$ cat src/rtl/pipe_ctrl_pkg.sv
// Shared types for the pipeline sequencing controller: FSM states and the
// bit positions of the per-stage enable vector.
package pipe_ctrl_pkg;

  typedef enum logic [2:0] {
    StRun     = 3'd0,
    StIdle    = 3'd1,
    StStep    = 3'd2,
    StMemWait = 3'd3,
    StHalted  = 3'd4
  } ctrl_state_e;

  // Enable-vector bit positions, PC first, then the pipeline registers in order
  localparam int unsigned EnPc    = 0;
  localparam int unsigned EnIfid  = 1;
  localparam int unsigned EnIdex  = 2;
  localparam int unsigned EnExmem = 3;
  localparam int unsigned EnMemwb = 4;
  localparam int unsigned EnWidth = 5;

  typedef logic [EnWidth-1:0] en_vec_t;

  // State entered when leaving reset or HALTED: debug step mode parks in IDLE
  function automatic ctrl_state_e resume_state(input logic step_mode);
    return step_mode ? StIdle : StRun;
  endfunction

endpackage

$ cat src/rtl/hazard_detect_unit.sv
// Load-use hazard compare: a load in EX whose destination feeds the
// instruction in ID. Register 0 never creates a dependency.
module hazard_detect_unit #(
  parameter int unsigned RBITS = 5
) (
  input  logic [RBITS-1:0] id_rs_i,
  input  logic [RBITS-1:0] id_rt_i,
  input  logic [RBITS-1:0] ex_rt_i,
  input  logic             ex_memread_i,
  output logic             stall_o
);

  // Stall when the load destination matches either ID source operand
  always_comb begin
    stall_o = ex_memread_i && (ex_rt_i != '0) &&
              ((ex_rt_i == id_rs_i) || (ex_rt_i == id_rt_i));
  end

endmodule

$ cat src/rtl/pipeline_ctrl_unit.sv
// Pipeline sequencing controller. Produces PC / pipeline-register enables and
// flushes from load-use hazards, taken branches, data-memory wait states and
// debug run/step/halt control. Only state, wait counter, return state, the
// timeout flag and the cycle counter are registered; strobes are combinational.
module pipeline_ctrl_unit
  import pipe_ctrl_pkg::*;
#(
  parameter int unsigned RBITS   = 5,
  parameter int unsigned TIMEOUT = 255,
  parameter int unsigned CBITS   = 32
) (
  input  logic             i_clk,
  input  logic             i_rst,
  input  logic [RBITS-1:0] i_id_rs,
  input  logic [RBITS-1:0] i_id_rt,
  input  logic [RBITS-1:0] i_ex_rt,
  input  logic             i_ex_memread,
  input  logic             i_ex_branch_taken,
  input  logic             i_mem_memread,
  input  logic             i_mem_memwrite,
  input  logic             i_dmem_ack,
  input  logic             i_wb_halt,
  input  logic             i_dbg_step_mode,
  input  logic             i_dbg_step,
  input  logic             i_dbg_resume,
  output logic             o_pc_en,
  output logic             o_ifid_en,
  output logic             o_ifid_flush,
  output logic             o_idex_en,
  output logic             o_idex_flush,
  output logic             o_exmem_en,
  output logic             o_memwb_en,
  output logic             o_dmem_req,
  output logic             o_halted,
  output logic             o_err_timeout,
  output logic [CBITS-1:0] o_cycle_count
);

  localparam int unsigned WBITS = (TIMEOUT < 2) ? 1 : $clog2(TIMEOUT + 1);

  ctrl_state_e      state_q, state_d;
  ctrl_state_e      ret_q, ret_d;
  logic [WBITS-1:0] wait_q, wait_d;
  logic [WBITS-1:0] wait_inc;
  logic             err_q, err_d;
  logic [CBITS-1:0] cnt_q, cnt_d;

  en_vec_t          en;
  logic             ifid_flush;
  logic             idex_flush;
  logic             dmem_req;
  logic             advance;
  logic             mem_access;
  logic             load_use;

  hazard_detect_unit #(
    .RBITS(RBITS)
  ) u_hazard (
    .id_rs_i      (i_id_rs),
    .id_rt_i      (i_id_rt),
    .ex_rt_i      (i_ex_rt),
    .ex_memread_i (i_ex_memread),
    .stall_o      (load_use)
  );

  assign mem_access = i_mem_memread | i_mem_memwrite;
  assign wait_inc   = wait_q + 1'b1;

  // Next-state selection: memory stall beats halt, halt beats step/run sequencing
  always_comb begin
    state_d  = state_q;
    ret_d    = ret_q;
    wait_d   = wait_q;
    err_d    = err_q;
    dmem_req = 1'b0;
    advance  = 1'b0;
    if (!i_rst) begin
      unique case (state_q)
        StRun, StStep: begin
          dmem_req = mem_access;
          if (mem_access && !i_dmem_ack) begin
            // A step that stalls still ends in IDLE once the access completes
            state_d = StMemWait;
            ret_d   = (state_q == StRun) ? StRun : StIdle;
          end else begin
            advance = 1'b1;
            if (i_wb_halt) begin
              state_d = StHalted;
            end else if ((state_q == StStep) || i_dbg_step_mode) begin
              state_d = StIdle;
            end else begin
              state_d = StRun;
            end
          end
        end
        StMemWait: begin
          dmem_req = 1'b1;
          if (i_dmem_ack) begin
            // The deferred advance completes now, including a pending halt
            advance = 1'b1;
            wait_d  = '0;
            state_d = i_wb_halt ? StHalted : ret_q;
          end else if (wait_inc == WBITS'(TIMEOUT)) begin
            wait_d  = '0;
            err_d   = 1'b1;
            state_d = StHalted;
          end else begin
            wait_d  = wait_inc;
          end
        end
        StIdle: begin
          if (!i_dbg_step_mode) begin
            state_d = StRun;
          end else if (i_dbg_step) begin
            state_d = StStep;
          end
        end
        StHalted: begin
          if (i_dbg_resume) begin
            state_d = resume_state(i_dbg_step_mode);
          end
        end
        default: begin
          state_d = resume_state(i_dbg_step_mode);
        end
      endcase
    end
  end

  // Enable/flush pattern for an advancing cycle; branch squashes take priority
  // over the load-use bubble since the dependent instruction is discarded anyway
  always_comb begin
    en         = '0;
    ifid_flush = 1'b0;
    idex_flush = 1'b0;
    cnt_d      = cnt_q;
    if (advance) begin
      en    = '1;
      cnt_d = cnt_q + 1'b1;
      if (i_ex_branch_taken) begin
        ifid_flush = 1'b1;
        idex_flush = 1'b1;
      end else if (load_use) begin
        en[EnPc]   = 1'b0;
        en[EnIfid] = 1'b0;
        idex_flush = 1'b1;
      end
    end
  end

  // State and counters; synchronous reset also clears the sticky timeout flag
  always_ff @(posedge i_clk) begin
    if (i_rst) begin
      state_q <= resume_state(i_dbg_step_mode);
      ret_q   <= StRun;
      wait_q  <= '0;
      err_q   <= 1'b0;
      cnt_q   <= '0;
    end else begin
      state_q <= state_d;
      ret_q   <= ret_d;
      wait_q  <= wait_d;
      err_q   <= err_d;
      cnt_q   <= cnt_d;
    end
  end

  assign o_pc_en       = en[EnPc];
  assign o_ifid_en     = en[EnIfid];
  assign o_idex_en     = en[EnIdex];
  assign o_exmem_en    = en[EnExmem];
  assign o_memwb_en    = en[EnMemwb];
  assign o_ifid_flush  = ifid_flush;
  assign o_idex_flush  = idex_flush;
  assign o_dmem_req    = dmem_req;
  assign o_halted      = (state_q == StHalted);
  assign o_err_timeout = err_q;
  assign o_cycle_count = cnt_q;

endmodule

$ cat config.mk
export PLATFORM = sky130hd
export DESIGN_NAME = pipeline_ctrl_unit
export DESIGN_NICKNAME = d
export VERILOG_FILES = /design/src/rtl/pipe_ctrl_pkg.sv /design/src/rtl/hazard_detect_unit.sv /design/src/rtl/pipeline_ctrl_unit.sv
export SDC_FILE = /design/constraint.sdc
export NUM_CORES = 1
export LEC_CHECK = 0
export BUFFER_PORTS_ARGS = -buffer_cell sky130_fd_sc_hd__buf_2
export CORE_ASPECT_RATIO = 1.5
export CORE_MARGIN = 2
export CORE_UTILIZATION = 40
export CTS_CLUSTER_SIZE = 40
export DETAILED_ROUTE_END_ITERATION = 7
export PLACE_DENSITY_LB_ADDON = 0.25
export SLEW_MARGIN = 5
export SYNTH_ARGS = -nofsm -noshare
export SYNTH_HDL_FRONTEND = slang
export SYNTH_HIERARCHICAL = 1
export SYNTH_SLANG_ARGS = --single-unit
$ cat constraint.sdc
create_clock -name i_clk -period 2.65 [get_ports i_clk]
set_clock_uncertainty 0.05 [all_clocks]
set_input_delay 0.1325 -clock i_clk [delete_from_list [all_inputs] [get_ports i_clk]]
set_output_delay 0.1325 -clock i_clk [all_outputs]
set_load 0.02 [all_outputs]
### After elaboration in Yosys (flattened, before gate mapping)

Index checks and enable logic that the tools add are counted.

* flip-flop bits (word level): 47
* input bits: 26
* logic and storage cells: 60

* add/subtract/negate cells: 2
* equality and inequality tests: 10
* mux-type cells: 29
* bitwise logic cells: 2
* reductions and logical operators: 12

Operators by type and width (count)
* 32-bit by 1-bit adder with 32-bit output, second input constant: 1
* 3-bit 2-to-1 mux: 9
* 8-bit 2-to-1 mux: 2
* 1-bit 2-to-1 mux: 12
* 3-bit one-hot mux with 4 select lines: 1
* 5-bit == test: 2
* 8-bit by 1-bit adder with 8-bit output, second input constant: 1
* 8-bit == test, second input constant: 1
* 4-bit inequality test, second input constant: 2
* 3-bit by 2-bit == test with 1-bit output, second input constant: 2
* 3-bit AND reduction: 2
* 5-bit 2-to-1 mux: 1
* 5-bit nonzero test: 1
* 2-bit 2-to-1 mux: 2
* 1-bit one-hot mux with 2 select lines: 2
* 3-bit by 1-bit == test with 1-bit output, second input constant: 1
* 3-bit == test, second input constant: 1
* 1-bit logical AND: 3
* 3-bit zero test: 1
* 3-bit inequality test, second input constant: 1
* 1-bit logical OR: 2
* 2-bit AND reduction: 1
* 2-bit OR reduction: 1
* 1-bit zero test: 1
* other kinds (2): 2

### Depth between registers and ports, before layout

* depth after elaboration: 7
* gate-level depth with buffers: 7
* gate-level depth less buffers: 7

### Hierarchy

The synthesis kept the hierarchy.

Modules (own cells, without submodules)
* pipeline_ctrl_unit: instances 1, cells an instance 284, area an instance 2368.5 µm², seq. area each 930.9 µm²
* hazard_detect_unit: instances 1, cells an instance 17, area an instance 125.1 µm², seq. area each 0.0 µm²

### Worst setup path after synthesis

Ideal clock, no wire load.

* path type: register to register
* from: reg cnt_q[6], in the netlist o_cycle_count[6]
* to: reg cnt_q[29], in the netlist o_cycle_count[29]
* arrival: 2.062 ns
* path slack: 0.468 ns
* stages on the path, launching flop included: 7
* buffers on the path: 1
* clock period less this slack: 2.182 ns
* cells stage by stage: dfxtp_1 and4_1 buf_4 nand4_4 or4_4 or4_1 a21oi_1

* word-level cells in the longest chain between the ends: 1

RTL lines
* start: declaration: line pipeline_ctrl_unit.sv:46 `logic [CBITS-1:0] cnt_q, cnt_d;`
* start signal: assignment: line pipeline_ctrl_unit.sv:164 `cnt_q <= cnt_d;`
* 32-bit by 1-bit adder with 32-bit output: line pipeline_ctrl_unit.sv:139 `cnt_d = cnt_q + 1'b1;`

Every way passes these cells.
A chain may end at the register's enable or synchronous reset.

### Worst setup path in the final report

* from: reg state_q[2]
* to: reg cnt_q[29], in the netlist o_cycle_count[29]

* word-level cells in the longest chain between the ends: 4
* elaborated cells between the ends (all ways): 6
* classes of those cells: 2 x eq/ne; 2 x mux; 2 x reduce/logical

RTL lines
* start: declaration: line pipeline_ctrl_unit.sv:41 `ctrl_state_e state_q, state_d;`
* start signal: assignment: line pipeline_ctrl_unit.sv:154 `state_q <= resume_state(i_dbg_step_mode);`
* start signal: assignment: line pipeline_ctrl_unit.sv:160 `state_q <= state_d;`
* 3-bit by 2-bit == test with 1-bit output / 3-bit zero test (equally long branches): line pipeline_ctrl_unit.sv:78 `unique case (state_q)`
* 2-bit OR reduction: line pipeline_ctrl_unit.sv:78
* 1-bit one-hot mux with 2 select lines *: line pipeline_ctrl_unit.sv:78
* 1-bit 2-to-1 mux *: line pipeline_ctrl_unit.sv:77 `if (!i_rst) begin`

Mark *: on every way between the ends. The rest lies on a longest branch, timed or not.

==> impl_metrics.yaml <==
logic_synthesis:
  synth.ff_latch_count: 45
  synth-main-ff-cell: "sky130_fd_sc_hd__dfxtp_1"
  post_synth_instance_area_um2: 2490
  postSynthAreaPerCell_um2: 8.28
  synth-edff-count: 3
  netlist_instances: 301
  asyncSetResetFlopFracSynth: 0
  ys_seq_area_frac: 0.373
  synth.yosys.warnings: 6
  synthDistinctLibCells: 44
  syn_nets: 330
routing:
  post_drt_via_cell_ratio: 5.45
  wl_met1_um: 2480
  drt_iter0_drc: 75
  wl_met2_um: 3140
  drtAntennaViolNets: 0
  routed-wl-met3_um: 245
  vias_post_dr: 2378
  avgRoutedWirePerCell_um: 13.7
  routed_wl_um: 5990
  drc_errors: 0
  highest_layer: "met4"
  detail_route.first_pass.iterations: 4
final_layout:
  fill_cells: 602
  final_cells: 436
  final_common_cell: "sky130_fd_sc_hd__buf_2"
  fin_area_um2: 2980
  sequential_cell_area_um2: 931
  mostFrequentLayoutCells: "67 x sky130_fd_sc_hd__buf_2, 42 x sky130_fd_sc_hd__dfxtp_1, 33 x sky130_fd_sc_hd__nor2_1"
  n_antenna_cell: 0
  layout.nets: 390
  final_layout_size_suffix_gt1_frac: 0.229
  area_growth_pct: 19.4
  multi_input_area_um2: 1440
clock_network:
  clk_pin_slew_worst_paths_ps: 90
  ctsResizeCount: 0
  cts_hold_repair.buffers: 0
  clock_tree_from_tritoncts: "yes"
  root_buf_cell: "sky130_fd_sc_hd__clkbuf_8"
  cts-buffers-inserted: 5
  cts_sinks: 45
  clk_latency_ps: 300
  setup_repair_bufs_after_cts: 0
  htreeDepth: 2
  cts.path.max_buffers: 2
placement:
  dp_cells: 428
  gp_routability_congestion: 0.772
  postPlaceCellArea_um2: 2860
  dpl.hpwl_um: 4540
  io_buffer_count: 67
status:
  result_of_the_run: "finished, final reports clean"
worst_setup_path:
  crit_arrival_ps: 2450
  cp_data_required_time_ps: 2830
  setup.worst_path.class: "reg2reg"
  worst_setup_path_end_kind: "register"
  critPathMaxFanout: 10
  timing.critical_path.from_type: "register"
pwr:
  p_per_area_nw_per_um2: 564
  p_sw_uw: 544
  seq_power_share: 0.465
  swShare: 0.324
  p_int_mw: 1.14
  power.static_leakage_nw: 1.13
  clock_power_share: 0.314
  pwr-share-comb: 0.221
  irDropWorstVdd_mv: 0.373
sta:
  max_slew.worst_pin.slew_ps: 657
  setup_total_negative_slack_ps: 0
  worst_slew_slack_as_a_fraction_of_its_limit: 0.561
  min_period_ps: 2270
  fmax_ghz: 0.440
  setup_viol: 0
  layout_worst_path_cycle_share: 0.858
  grt_setup_unrepaired: "no"
  final_max_slew_viol_count: 0
  hold_violations: 0
die:
  row_count: 35
  die-width_um: 68.5
  area_inside_the_core_boundary_um2: 6090
  floorplan.initialDensity: 0.410
  io_pins: 68
  dieHeight_um: 101
  die-area_um2: 6890
global_route:
  first_pass_grt_wire_length_um: 10100
  grt_util_all_layers: 0.187
  number_of_global_route_vias_before_repair: 2239
  maximum_number_of_pins_on_one_net_before_global_route_repair: 42
  grt_overflow: 0
  antenna_found_initial: 0
job:
  number_of_maximum_capacitance_violations: 0
hold_path:
  class_of_the_worst_hold_path: "in2reg"
## path summary, 6_finish.rpt
path                    from                end  slack (ps)  cells after the start
max reg2reg       state_q[2]  o_cycle_count[29]         380                      5
min          i_dbg_step_mode         state_q[0]         110                      2
min reg2reg        wait_q[7]          wait_q[7]         450                      1
max               state_q[2]  o_cycle_count[29]         380                      5
## final cells by class
cell class / count / area share
inverter: 10 / 0.0126
timing repair buffer: 70 / 0.120
sequential: 45 / 0.313
tap: 74 / 0.0311
clock buffer: 5 / 0.0231
clock inverter: 3 / 0.0155
multi-input combinational: 229 / 0.485
## layer usage
layer	global-route usage	vias to the layer above
met2	0.326	52
met3	0.0324	11
met5	0	-
met4	0.0600	0
li1	-	1194
met1	0.225	1121
## kinds of logic (layout without fill, tap and decap cells)
group	Yosys count	count (layout)	share of synthesized area
compound gates	52	52	0.125
buf+inv	27	88	0.0502
fa+ha+maj	3	3	0.0151
flops	45	45	0.373
simple gates	136	136	0.302
xor+xnor	36	36	0.126
mux	2	2	0.00803
## critical path, stage by stage (launching register included)
cell	delay, ps
sky130_fd_sc_hd__edfxtp_1	540
sky130_fd_sc_hd__nor4_4	350
sky130_fd_sc_hd__a31oi_2	70
sky130_fd_sc_hd__or4_4	580
sky130_fd_sc_hd__or4_1	480
sky130_fd_sc_hd__a21oi_1	140
## synth_stat cells, types with 3 or more instances
master,instances,share of area
sky130_fd_sc_hd__clkbuf_1,10,0.015
sky130_fd_sc_hd__and4_1,6,0.021
sky130_fd_sc_hd__edfxtp_1,3,0.036
sky130_fd_sc_hd__inv_1,10,0.015
sky130_fd_sc_hd__buf_4,4,0.012
sky130_fd_sc_hd__or3_1,7,0.018
sky130_fd_sc_hd__nor3_1,13,0.026
sky130_fd_sc_hd__nand2b_1,5,0.013
sky130_fd_sc_hd__a31oi_1,8,0.020
sky130_fd_sc_hd__dfxtp_1,42,0.34
sky130_fd_sc_hd__nor4b_1,4,0.014
sky130_fd_sc_hd__xnor2_1,27,0.095
sky130_fd_sc_hd__ha_1,3,0.015
sky130_fd_sc_hd__nand2_1,21,0.032
sky130_fd_sc_hd__a21oi_1,17,0.034
sky130_fd_sc_hd__o21ai_0,11,0.022
sky130_fd_sc_hd__or4_1,4,0.012
sky130_fd_sc_hd__nor2_1,33,0.050
sky130_fd_sc_hd__nand4_1,10,0.025
sky130_fd_sc_hd__nor4_1,8,0.020
sky130_fd_sc_hd__nand3_1,14,0.028
sky130_fd_sc_hd__xor2_1,9,0.032
## flip-flops by register name, indices dropped and copies added (netlist names)
signal	cells
o_cycle_count	32
o_err_timeout	1
ret_q	1
state_q	3
wait_q	8
## power by group through the flow
| stage | sequential, mW | combinational, mW | clock (mW) |
|---|---|---|---|
| after global routing | 0.793 | 0.409 | 0.572 |
| after floorplan | 0.773 | 0.288 | 0 |
| after CTS | 0.782 | 0.375 | 0.543 |
| final | 0.782 | 0.371 | 0.528 |
| after detailed placement | 0.797 | 0.374 | 0 |
| after global placement | 0.796 | 0.368 | 0 |
## per-stage QoR
stage	utilization	hold WS [ps]	total power [mW]	worst slack, ps
6_report	0.489	109	1.68	377
5_1_grt	0.489	113	1.77	189
3_3_place_gp	0.470	416	1.16	385
2_1_floorplan	-	283	1.06	468
3_5_place_dp	0.470	413	1.17	396
4_1_cts	0.489	103	1.70	363
Note: power is estimated with default switching activity, not from simulation.
